$ cat src/rtl/servant_pll_pkg.sv
// Shared definitions for the servant PLL reset/lock controller: state encodings
// and sizing helpers used by RTL and debug/firmware consumers alike.
package servant_pll_pkg;

   localparam int STATE_W = 2;

   typedef enum logic [STATE_W-1:0] {
      PLLRST    = 2'd0,
      WAIT_LOCK = 2'd1,
      STABLE    = 2'd2,
      RUN       = 2'd3
   } pll_state_e;

   localparam logic [7:0] RELOCK_MAX = 8'd255;

   // Counter only ever holds values up to (largest parameter - 1).
   function automatic int cnt_width(input int a, input int b, input int c);
      int m;
      m = a;
      if (b > m) m = b;
      if (c > m) m = c;
      return (m < 2) ? 1 : $clog2(m);
   endfunction

endpackage

$ cat src/rtl/servant_sync2.sv
// Two-flop synchronizer for a single asynchronous level input; reusable for
// any slow asynchronous status line entering the i_clk domain.
module servant_sync2 (
   input  logic i_clk,
   input  logic i_rst,
   input  logic i_d,
   output logic o_q
);

   logic meta_r;
   logic sync_r;

   // Synchronizer flop chain, cleared by the synchronous reset.
   always_ff @(posedge i_clk) begin
      if (i_rst) begin
         meta_r <= 1'b0;
         sync_r <= 1'b0;
      end else begin
         meta_r <= i_d;
         sync_r <= meta_r;
      end
   end

   assign o_q = sync_r;

endmodule

$ cat src/rtl/servant_pll_ctrl.sv
// PLL reset sequencer: pulses the PLL reset, waits for lock with timeout,
// qualifies lock stability, then releases the system reset.
module servant_pll_ctrl
   import servant_pll_pkg::*;
#(
   parameter int RST_CYCLES     = 16,
   parameter int TIMEOUT_CYCLES = 12000,
   parameter int STABLE_CYCLES  = 1200
) (
   input  logic               i_clk,
   input  logic               i_rst,
   input  logic               i_locked,
   output logic               o_pll_rst,
   output logic               o_sys_rst,
   output logic               o_ready,
   output logic [7:0]         o_relock_cnt,
   output logic [STATE_W-1:0] o_state
);

   localparam int CNT_W = cnt_width(RST_CYCLES, TIMEOUT_CYCLES, STABLE_CYCLES);
   localparam logic [CNT_W-1:0] RST_LAST     = CNT_W'(RST_CYCLES - 1);
   localparam logic [CNT_W-1:0] TIMEOUT_LAST = CNT_W'(TIMEOUT_CYCLES - 1);
   localparam logic [CNT_W-1:0] STABLE_LAST  = CNT_W'(STABLE_CYCLES - 1);

   logic             lock_s;
   pll_state_e       state_r;
   pll_state_e       state_nxt_s;
   logic [CNT_W-1:0] cnt_r;
   logic [CNT_W-1:0] cnt_nxt_s;
   logic             relock_inc_s;
   logic [7:0]       relock_r;
   logic             pll_rst_r;
   logic             sys_rst_r;
   logic             ready_r;

   servant_sync2 u_lock_sync (
      .i_clk (i_clk),
      .i_rst (i_rst),
      .i_d   (i_locked),
      .o_q   (lock_s)
   );

   // Next-state, relock event and cycle counter decode.
   always_comb begin
      state_nxt_s  = state_r;
      relock_inc_s = 1'b0;
      cnt_nxt_s    = cnt_r;
      case (state_r)
         PLLRST: begin
            if (cnt_r == RST_LAST) state_nxt_s = WAIT_LOCK;
            else                   state_nxt_s = PLLRST;
         end
         WAIT_LOCK: begin
            if (lock_s) begin
               state_nxt_s = STABLE;
            end else if (cnt_r == TIMEOUT_LAST) begin
               state_nxt_s  = PLLRST;
               relock_inc_s = 1'b1;
            end else begin
               state_nxt_s = WAIT_LOCK;
            end
         end
         STABLE: begin
            if (!lock_s)                  state_nxt_s = WAIT_LOCK;
            else if (cnt_r == STABLE_LAST) state_nxt_s = RUN;
            else                          state_nxt_s = STABLE;
         end
         RUN: begin
            if (!lock_s) begin
               state_nxt_s  = PLLRST;
               relock_inc_s = 1'b1;
            end else begin
               state_nxt_s = RUN;
            end
         end
         default: state_nxt_s = PLLRST;
      endcase
      // RUN holds the counter so it can never run past its width.
      if (state_nxt_s != state_r) cnt_nxt_s = '0;
      else if (state_r == RUN)    cnt_nxt_s = cnt_r;
      else                        cnt_nxt_s = cnt_r + CNT_W'(1);
   end

   // State, counter, saturating relock count and registered Moore outputs.
   always_ff @(posedge i_clk) begin
      if (i_rst) begin
         state_r   <= PLLRST;
         cnt_r     <= '0;
         relock_r  <= 8'd0;
         pll_rst_r <= 1'b1;
         sys_rst_r <= 1'b1;
         ready_r   <= 1'b0;
      end else begin
         state_r   <= state_nxt_s;
         cnt_r     <= cnt_nxt_s;
         if (relock_inc_s && (relock_r != RELOCK_MAX)) relock_r <= relock_r + 8'd1;
         pll_rst_r <= (state_nxt_s == PLLRST);
         sys_rst_r <= (state_nxt_s != RUN);
         ready_r   <= (state_nxt_s == RUN);
      end
   end

   assign o_pll_rst    = pll_rst_r;
   assign o_sys_rst    = sys_rst_r;
   assign o_ready      = ready_r;
   assign o_relock_cnt = relock_r;
   assign o_state      = state_r;

endmodule

$ cat config.mk
export PLATFORM = sky130hd
export DESIGN_NAME = servant_pll_ctrl
export DESIGN_NICKNAME = d
export VERILOG_FILES = /design/src/rtl/servant_pll_pkg.sv /design/src/rtl/servant_sync2.sv /design/src/rtl/servant_pll_ctrl.sv
export SDC_FILE = /design/constraint.sdc
export NUM_CORES = 1
export LEC_CHECK = 0
export ABC_AREA = 1
export CAP_MARGIN = 40
export CORE_ASPECT_RATIO = 1.4
export CORE_MARGIN = 5
export CORE_UTILIZATION = 45
export CTS_CLUSTER_SIZE = 28
export DETAILED_ROUTE_END_ITERATION = 8
export HOLD_SLACK_MARGIN = 0.12
export PLACE_DENSITY = 0.72
export SYNTH_ARGS = -nofsm -noshare
export SYNTH_HDL_FRONTEND = slang
export SYNTH_SLANG_ARGS = --single-unit
$ cat constraint.sdc
create_clock -name i_clk -period 1.7 [get_ports i_clk]
set_input_delay 0.51 -clock i_clk [delete_from_list [all_inputs] [get_ports i_clk]]
set_output_delay 0.51 -clock i_clk [all_outputs]
set_load 0.005 [all_outputs]
==> results.py, run 1 <==
metrics = {
    "status": {
        "status": "complete, no violations",
    },
    "worst_setup_path": {
        "crit_buf_inv": 1,
        "crit_slowest_cell": "clkdlybuf4s50_1",
        "end_kind": "output port",
        "critical-path-max-stage-delay_ns": 0.50,
        "crit_family": "buffers and inverters",
        "worst_ep_required_time_ns": 1.19,
        "crit_type": "flop to output port",
        "critPathLaunch": "o_relock_cnt[2]",
        "worstRegToRegCells": 10,
        "crit_arrival_ns": 1.15,
        "rr_startpoint": "cnt_r[1]",
        "crit_cells": 1,
        "cp_max_fo": 5,
        "crit_chain": "clkdlybuf4s50_1",
        "start_kind": "flop",
    },
    "floorplanning": {
        "dieHeight_microns": 78.20,
        "placementRows": 24,
        "fp.coreArea_sq_um": 3153,
        "start_util_pct": 47.42,
        "design.die.area_sq_um": 4592,
        "io_pins": 16,
        "die_w_microns": 58.72,
    },
    "clock_network": {
        "htree_levels": 2,
        "clkLatencyLatePin_ns": 0.29,
        "numCtsBuffers": 5,
        "root_buffer": "clkbuf_8",
        "cts_tree": "yes",
        "clockBufferDepth": 2,
        "clk_pin_slew_ns": 0.07,
        "clock-sinks": 29,
    },
    "routing": {
        "dr.pass1.iters": 4,
        "viasPerCell": 4.762,
        "drc": 0,
        "drtIter0Drc": 6,
        "vias": 1219,
        "wl_microns": 2809,
        "wire_per_inst_microns": 10.97,
        "drtAntennaViolNets": 0,
    },
    "yosys": {
        "ys_seq_area_share_pct": 38.83,
        "synth_most_common_cell": "nand2_1",
        "avgSynthCellArea_sq_um": 8.082,
        "syn_nets": 190,
        "synth_largest_area_cell": "dfxtp_1",
        "yosysWarningCount": 0,
        "synth_common_cells": "nand2_1 (32), dfxtp_1 (29), nor2_1 (25)",
        "synthArstFlopShare_pct": 0,
        "ys_types": 26,
        "synthCells": 185,
        "synth_top_area_share_pct": 38.83,
        "synth_area_leaders": "dfxtp_1 (39%), nor2_4 (8.3%), nand2_1 (8.0%), xor2_1 (7.0%), nor2_1 (6.3%)",
        "synth_edf_count": 0,
        "ys_ff_latch": 29,
        "synth_area_sq_um": 1495,
        "ys.flop_type": "dfxtp_1",
    },
    "power_and_ir_drop": {
        "power.leakage_nw": 0.8594,
        "p_comb_share_pct": 4.4,
        "pwr-share-clk_pct": 48.7,
        "intPower_mw": 1.151,
        "seq_power_share_pct": 46.9,
        "p_switching_uw": 317.9,
        "irDropWorstVdd_v": 0.0006966,
        "switching_share_pct": 21.64,
        "powerDensity_nw_per_um2": 748.6,
    },
    "finish": {
        "finalNonFillerCells": 256,
        "drive_gt1_share_pct": 29.49,
        "register_area_sq_um": 610.6,
        "n_fill_cell": 265,
        "multi_input_area_sq_um": 825.8,
        "layout.nets": 221,
        "syn_to_final_growth_pct": 31.21,
        "diodes": 0,
        "finalCoreUtilization_pct": 62.22,
    },
    "global_route": {
        "grt_pass1_wl_microns": 5319,
        "antenna_found_initial": 0,
        "grt_start_max_net_pins": 12,
        "track_usage_pct": 15.15,
        "grt_overflow": 0,
        "grt_pass1_vias": 1287,
    },
    "timing": {
        "slew_headroom_pct": 75.08,
        "hold_viol": 0,
        "finalSetupViolCount": 0,
        "finClkSkew_ns": 0.009187,
        "min_period_ns": 1.657,
        "fmaxAchievable_mhz": 603.5,
        "drv_slew": 0,
        "worst_pin_slew_ns": 0.3710,
        "fin_ws_ns": 0.04296,
        "hold-worst-slack_ns": 0.4054,
        "fin_crit_sh_pct": 97.47,
    },
    "placed_design": {
        "place_ws_ns": -0.05119,
        "place_inst": 244,
        "place_hpwl_microns": 2067,
        "place.gp.congestion": 0.8029,
        "portBuffers": 15,
    },
    "min_path": {
        "worstHoldPathCells": 2,
        "worstHoldStart": "u_lock_sync.meta_r",
        "min_path_type": "flop to flop",
    },
    "job": {
        "cap_violations": 0,
    },
}
==> sequential cells by signal, indices dropped and copies added, names as in the netlist <==
signal / count
o_relock_cnt: 8
o_state: 2
o_pll_rst: 1
o_sys_rst: 1
u_lock_sync.meta_r: 1
u_lock_sync.o_q: 1
cnt_r: 14
o_ready: 1
==> stage by stage <==
step	setup TNS [ns]	area (sq um)	total power, mW
global route	-0.008705	1962	1.544
global placement	0	1725	0.7593
floorplan	0	1495	0.7482
finish	0	1962	1.469
CTS	0	1897	1.489
detailed placement	-0.3729	1725	0.7602
==> layer usage <==
layer  vias up  routed length (microns)  GRT usage (%)
met5         -                        0              0
met1       548                     1146          16.57
met2        22                     1408          24.38
met4         0                      140          9.751
met3        12                      113          5.255
li1        637                        -              -
==> worst min-delay path, stage by stage (launching register included) <==
cell	delay, ns
dfxtp_1	0.30
inv_1	0.04
nor2_1	0.03
==> power groups by stage <==
stage	logic, mW	clock network (mW)	registers [mW]
6_report	0.0651	0.715	0.688
3_3_place_gp	0.0505	0	0.709
4_1_cts	0.0627	0.738	0.689
2_1_floorplan	0.0396	0	0.709
5_1_grt	0.0729	0.782	0.689
3_5_place_dp	0.0509	0	0.709
==> logic make-up (layout without fill, tap and decap cells) <==
group | after synthesis | after routing | share of synthesized area (%)
AND/OR/NAND/NOR | 99 | 99 | 37.32
flip-flops | 29 | 29 | 38.83
buffers and inverters | 26 | 58 | 7.866
XOR/XNOR | 17 | 17 | 9.958
AO/OA/AOI/OAI | 11 | 11 | 3.681
adder cells (fa/ha/maj) | 2 | 2 | 1.673
multiplexers | 1 | 1 | 0.6695
==> area by class of cell <==
class	count	area share [%]
Clock buffer	5	3.508
Clock inverter	3	2.360
Inverter	23	4.528
Multi-Input combinational cell	130	42.09
Sequential cell	29	31.12
Tap cell	39	2.487
Timing Repair Buffer	27	13.90
==> timing repair <==
action                                 in CTS  in global routing
buffers inserted                            2                  2
setup endpoints to repair                  23                 26
pin swaps                                   0                  2
gates resized for setup                    14                 16
hold buffers                                0                  0
endpoints found under the hold margin       0                  0
cloned                                      0                  0
==> worst paths after layout <==
path                     end  slack (ns)
min          u_lock_sync.o_q        0.41
min reg2reg  u_lock_sync.o_q        0.41
max          o_relock_cnt[2]        0.04
max reg2reg         cnt_r[2]        0.16
==> cells in the final DEF, fill, tap and decap left out, types with 2 or more instances in the layout <==
master | netlist | routed
a21oi_1 | 7 | 6
buf_12 | 1 | 2
buf_4 | 0 | 10
clkbuf_8 | 0 | 5
clkdlybuf4s50_1 | 0 | 9
dfxtp_1 | 29 | 17
dfxtp_2 | 0 | 6
dfxtp_4 | 0 | 6
dlygate4sd2_1 | 0 | 2
dlymetal6s2s_1 | 0 | 4
inv_1 | 21 | 21
nand2_1 | 32 | 31
nand2_2 | 4 | 5
nand3_1 | 6 | 6
nand3_2 | 3 | 2
nand3_4 | 1 | 2
nand4_1 | 3 | 3
nor2_1 | 25 | 24
nor2_2 | 5 | 6
nor2_4 | 11 | 11
nor3_1 | 7 | 7
o21ai_0 | 3 | 3
xnor2_1 | 5 | 5
xor2_1 | 12 | 12
No activity file was read; power rests on OpenSTA's default activity.
==> run 2, diff against run 1 <==
--- a/config.mk
+++ b/config.mk
@@ -9,11 +9,11 @@
 export CAP_MARGIN = 40
 export CORE_ASPECT_RATIO = 1.4
 export CORE_MARGIN = 5
-export CORE_UTILIZATION = 45
+export CORE_UTILIZATION = 50
 export CTS_CLUSTER_SIZE = 28
 export DETAILED_ROUTE_END_ITERATION = 8
 export HOLD_SLACK_MARGIN = 0.12
-export PLACE_DENSITY = 0.72
+export PLACE_DENSITY = 0.78
 export SYNTH_ARGS = -nofsm -noshare
 export SYNTH_HDL_FRONTEND = slang
 export SYNTH_SLANG_ARGS = --single-unit
==> results.py, run 2 (synthesis results as in run 1) <==
metrics = {
    "status": {
        "status": "complete, no violations",
    },
    "routing": {
        "drc": 0,
        "drtAntennaViolNets": 0,
        "vias": 1228,
        "dr.pass1.iters": 4,
        "wire_per_inst_microns": 11.84,
        "wl_microns": 2996,
        "drtIter0Drc": 21,
        "viasPerCell": 4.854,
    },
    "clock_network": {
        "clk_pin_slew_ns": 0.06,
        "clock-sinks": 29,
        "cts_tree": "yes",
        "htree_levels": 2,
        "clockBufferDepth": 2,
        "root_buffer": "clkbuf_8",
        "clkLatencyLatePin_ns": 0.28,
        "numCtsBuffers": 5,
    },
    "power_and_ir_drop": {
        "p_switching_uw": 301.2,
        "irDropWorstVdd_v": 0.0006985,
        "pwr-share-clk_pct": 45.1,
        "powerDensity_nw_per_um2": 714.2,
        "intPower_mw": 1.084,
        "seq_power_share_pct": 49.9,
        "power.leakage_nw": 0.8152,
        "power_mw": 1.385,
        "p_comb_share_pct": 4.9,
        "switching_share_pct": 21.74,
    },
    "finish": {
        "diodes": 0,
        "largest_reg_flops": 14,
        "finalCoreUtilization_pct": 67.39,
        "finalInstanceArea_sq_um": 1939,
        "largest_register": "cnt_r",
        "layout.nets": 220,
        "drive_gt1_share_pct": 30.09,
        "final_common_cell": "nand2_1",
        "syn_to_final_growth_pct": 29.71,
        "final_cell_mix": "nand2_1 (31), nor2_1 (23), inv_1 (20)",
    },
    "global_route": {
        "grt_start_max_net_pins": 11,
        "grt_pass1_vias": 1348,
        "track_usage_pct": 16.64,
        "antenna_found_initial": 0,
        "grt_overflow": 0,
        "grt_pass1_wl_microns": 5354,
    },
    "worst_setup_path": {
        "critPathLaunch": "o_relock_cnt[3]",
        "rr_startpoint": "cnt_r[1]",
        "crit_arrival_ns": 1.15,
        "crit_path_end": "o_relock_cnt[3]",
        "worst_ep_required_time_ns": 1.19,
        "r2r_slack_ns": 0.13,
        "crit_chain": "clkdlybuf4s50_1",
        "end_kind": "output port",
        "crit_cells": 1,
        "crit_type": "flop to output port",
        "critical-path-max-stage-delay_ns": 0.51,
        "cp_max_fo": 4,
        "crit_buf_inv": 1,
        "crit_family": "buffers and inverters",
        "start_kind": "flop",
        "worstRegToRegCells": 10,
        "r2r_end": "cnt_r[2]",
        "crit_slowest_cell": "clkdlybuf4s50_1",
    },
    "timing": {
        "hold-worst-slack_ns": 0.4231,
        "finalSetupViolCount": 0,
        "drv_slew": 0,
        "slew_headroom_pct": 78.35,
        "finClkSkew_ns": 0.003318,
        "fin_crit_sh_pct": 97.70,
        "fmaxAchievable_mhz": 602.1,
        "hold_viol": 0,
        "worst_pin_slew_ns": 0.3222,
        "fin_tns_setup_ns": 0,
        "min_period_ns": 1.661,
    },
    "floorplanning": {
        "fp.coreArea_sq_um": 2878,
        "start_util_pct": 51.96,
        "die_w_microns": 56.22,
        "design.die.area_sq_um": 4199,
        "dieHeight_microns": 74.70,
        "placementRows": 23,
        "io_pins": 16,
    },
    "placed_design": {
        "portBuffers": 15,
        "place_hpwl_microns": 2275,
        "place.gp.congestion": 0.7613,
        "dpl-instance-area_sq_um": 1763,
    },
    "job": {
        "cap_violations": 0,
    },
    "min_path": {
        "min_path_type": "flop to flop",
    },
}
-- run 2: cell types whose count changed in the layout (fill, tap and decap cells not counted), sizes merged --
cell           before  now
dlymetal6s2s        4    2
bufinv              1    0
clkbuf              5    7
clkinvlp            1    0
buf                12   11
clkdlybuf4s50       9   11
-- run 2: per-layer routing --
| metal | wire length, microns | track usage (%) |
|---|---|---|
| met1 | 1142 | 15.28 |
| met2 | 1568 | 30.17 |
| met3 | 99 | 3.774 |
| met4 | 186 | 16.09 |
| met5 | 0 | 0 |
-- run 2: per-stage QoR --
stage | cells | setup slack [ns]
finish | 253 | 0.03914
global route | 253 | -0.004933
CTS | 252 | 0.009000
detailed placement | 244 | 0.03545
global placement | 244 | 0.09916
floorplan | 185 | 0.1449
-- run 2: area by class of cell --
type	instances	area [sq um]
Sequential cell	29	605.6
Multi-Input combinational cell	130	837.1
Tap cell	37	46.29
Clock inverter	1	5.005
Clock buffer	7	96.34
Inverter	23	88.84
Timing Repair Buffer	26	260.3
Fill cell	237	938.4
-- run 2: power groups by stage --
stage / clock [mW] / combinational (mW) / sequential [mW]
global route: 0.674 / 0.0773 / 0.692
floorplan: 0 / 0.0396 / 0.709
global placement: 0 / 0.0636 / 0.709
CTS: 0.643 / 0.0646 / 0.689
detailed placement: 0 / 0.0639 / 0.709
finish: 0.625 / 0.0682 / 0.692
-- run 2: worst min path at each step --
stage | start | endpoint | depth (start not counted) | slack, ns
2_1_floorplan | u_lock_sync.meta_r | u_lock_sync.o_q | 2 | 0.39
3_3_place_gp | u_lock_sync.meta_r | u_lock_sync.o_q | 2 | 0.39
3_5_place_dp | u_lock_sync.meta_r | u_lock_sync.o_q | 2 | 0.40
4_1_cts | u_lock_sync.meta_r | u_lock_sync.o_q | 2 | 0.42
5_1_grt | u_lock_sync.meta_r | u_lock_sync.o_q | 2 | 0.44
6_report | u_lock_sync.meta_r | u_lock_sync.o_q | 2 | 0.42
-- run 2: repair_timing --
item / CTS / global route
gates resized for setup: 14 / 15
endpoints found under the setup margin: 9 / 23
hold buffers: 0 / 0
buffers inserted: 0 / 1
==> run 3, diff against run 2 <==
--- a/config.mk
+++ b/config.mk
@@ -13,7 +13,8 @@
 export CTS_CLUSTER_SIZE = 28
 export DETAILED_ROUTE_END_ITERATION = 8
 export HOLD_SLACK_MARGIN = 0.12
-export PLACE_DENSITY = 0.78
+export PLACE_DENSITY = 0.81
 export SYNTH_ARGS = -nofsm -noshare
 export SYNTH_HDL_FRONTEND = slang
 export SYNTH_SLANG_ARGS = --single-unit
+export TNS_END_PERCENT = 5
==> constraint.sdc (replaced) <==
create_clock -name i_clk -period 1.36 [get_ports i_clk]
set_input_delay 0.408 -clock i_clk [delete_from_list [all_inputs] [get_ports i_clk]]
set_output_delay 0.408 -clock i_clk [all_outputs]
set_load 0.005 [all_outputs]
==> results.py, run 3 (synthesis results as in run 1) <==
metrics = {
    "floorplanning": {
        "dieHeight_microns": 74.70,
        "fp.coreArea_sq_um": 2878,
        "start_util_pct": 51.96,
        "die_w_microns": 56.22,
        "design.die.area_sq_um": 4199,
        "placementRows": 23,
        "io_pins": 16,
    },
    "power_and_ir_drop": {
        "powerDensity_nw_per_um2": 857.7,
        "power.leakage_nw": 0.9684,
        "irDropWorstVdd_v": 0.0007602,
    },
    "routing": {
        "dr.pass1.iters": 4,
        "wl_microns": 3946,
        "viasPerCell": 5.028,
        "vias": 1423,
        "wire_per_inst_microns": 13.94,
        "drc": 0,
        "drtAntennaViolNets": 0,
        "drtIter0Drc": 38,
    },
    "timing": {
        "hold-worst-slack_ns": 0.4211,
        "hold_viol": 0,
        "min_period_ns": 1.568,
        "finalSetupViolCount": 25,
        "drv_slew": 0,
        "fin_crit_sh_pct": 115.3,
        "fin_ws_ns": -0.2076,
        "worst_pin_slew_ns": 0.2705,
        "slew_headroom_pct": 81.91,
        "finClkSkew_ns": 0.004983,
        "rsz0062_at_grt": "yes",
        "fmaxAchievable_mhz": 637.9,
    },
    "finish": {
        "syn_to_final_growth_pct": 47.53,
        "final_cell_mix": "buf_4 (38), nand2_1 (28), inv_1 (20)",
        "drive_gt1_share_pct": 44.72,
        "largest_register": "cnt_r",
        "largest_reg_flops": 14,
        "layout.nets": 250,
        "diodes": 0,
        "final_common_cell": "buf_4",
        "finalInstanceArea_sq_um": 2206,
    },
    "status": {
        "status": "complete, but fails checks",
        "violations": "negative setup slack",
    },
    "clock_network": {
        "clkLatencyLatePin_ns": 0.28,
        "clockBufferDepth": 2,
        "clk_pin_slew_ns": 0.07,
        "root_buffer": "clkbuf_8",
        "clock-sinks": 29,
        "ctsHoldBuffers": 0,
        "htree_levels": 2,
        "post_cts_buffers": 0,
        "numCtsBuffers": 5,
        "cts_tree": "yes",
    },
    "global_route": {
        "grt_overflow": 0,
        "grt_start_max_net_pins": 11,
        "track_usage_pct": 19.76,
        "antenna_found_initial": 0,
        "grt_pass1_vias": 1464,
        "grt_pass1_wl_microns": 6417,
    },
    "min_path": {
        "min_path_type": "flop to flop",
    },
    "placed_design": {
        "place.gp.congestion": 0.8006,
        "place_hpwl_microns": 2638,
        "place_ws_ns": -0.1760,
        "portBuffers": 15,
        "dpl-instance-area_sq_um": 2003,
    },
    "worst_setup_path": {
        "cp_max_fo": 5,
        "end_kind": "flop",
        "crit_arrival_ns": 1.79,
        "start_kind": "flop",
        "worst_ep_required_time_ns": 1.58,
        "crit_type": "flop to flop",
    },
    "job": {
        "cap_violations": 0,
    },
}
## run 3: repair_timing
action,CTS,global route
cloned,0,1
gates resized for setup,36,17
endpoints found under the setup margin,38,29
pin swaps,2,0
hold endpoints to repair,0,0
## run 3: critical path, cell delays in order, from the launching register on
cell and delay [ns]:
dfxtp_2 0.35, ha_4 0.15, nand3_4 0.12, nor2_4 0.11
nand3_2 0.08, nand2_2 0.10, nand4_4 0.12, nand2_4 0.09
nand3_4 0.12, clkbuf_16 0.20, nor2_4 0.07
## run 3: per-layer routing
| metal | wire length, microns | vias up | GRT usage (%) |
|---|---|---|---|
| li1 | - | 697 | - |
| met1 | 1395 | 656 | 19.73 |
| met2 | 2171 | 48 | 36.54 |
| met3 | 169 | 22 | 4.631 |
| met4 | 210 | 0 | 13.46 |
| met5 | 0 | - | 0 |
## run 3: area by class of cell
class / count / area [sq um]
flip-flops and latches: 29 / 600.6
fillers: 192 / 671.9
multi-input cells: 130 / 885.9
clock buffers: 6 / 82.58
well taps: 37 / 46.29
repair buffers: 56 / 464.2
inverters: 23 / 88.84
clock inverters: 2 / 37.54
## run 3: worst paths after layout
path,from,to,depth (start not counted),slack (ns)
setup reg to reg,cnt_r[1],cnt_r[12],10,-0.21
setup / recovery,cnt_r[1],cnt_r[12],10,-0.21
hold / removal,u_lock_sync.meta_r,u_lock_sync.o_q,2,0.42
hold reg to reg,u_lock_sync.meta_r,u_lock_sync.o_q,2,0.42
## run 3: per-stage QoR
step | utilization [%] | TNS, ns | cells | total power, mW
final | 76.65 | -3.281 | 283 | 1.892
after global routing | 76.65 | -5.512 | 283 | 1.965
after CTS | 74.78 | -2.494 | 282 | 1.891
after detailed placement | 69.61 | -3.507 | 274 | 0.9740
after global placement | 69.61 | -2.154 | 274 | 0.9709
after floorplan | - | -0.9645 | 185 | 0.9434
## run 3: report_power, final
| part | internal (mW) | leakage (nW) | total, mW | switching [mW] |
|---|---|---|---|---|
| combinational | 0.0509 | 0.670 | 0.0986 | 0.0477 |
| clock | 0.595 | 0.0574 | 0.925 | 0.331 |
| sequential | 0.857 | 0.241 | 0.868 | 0.0108 |
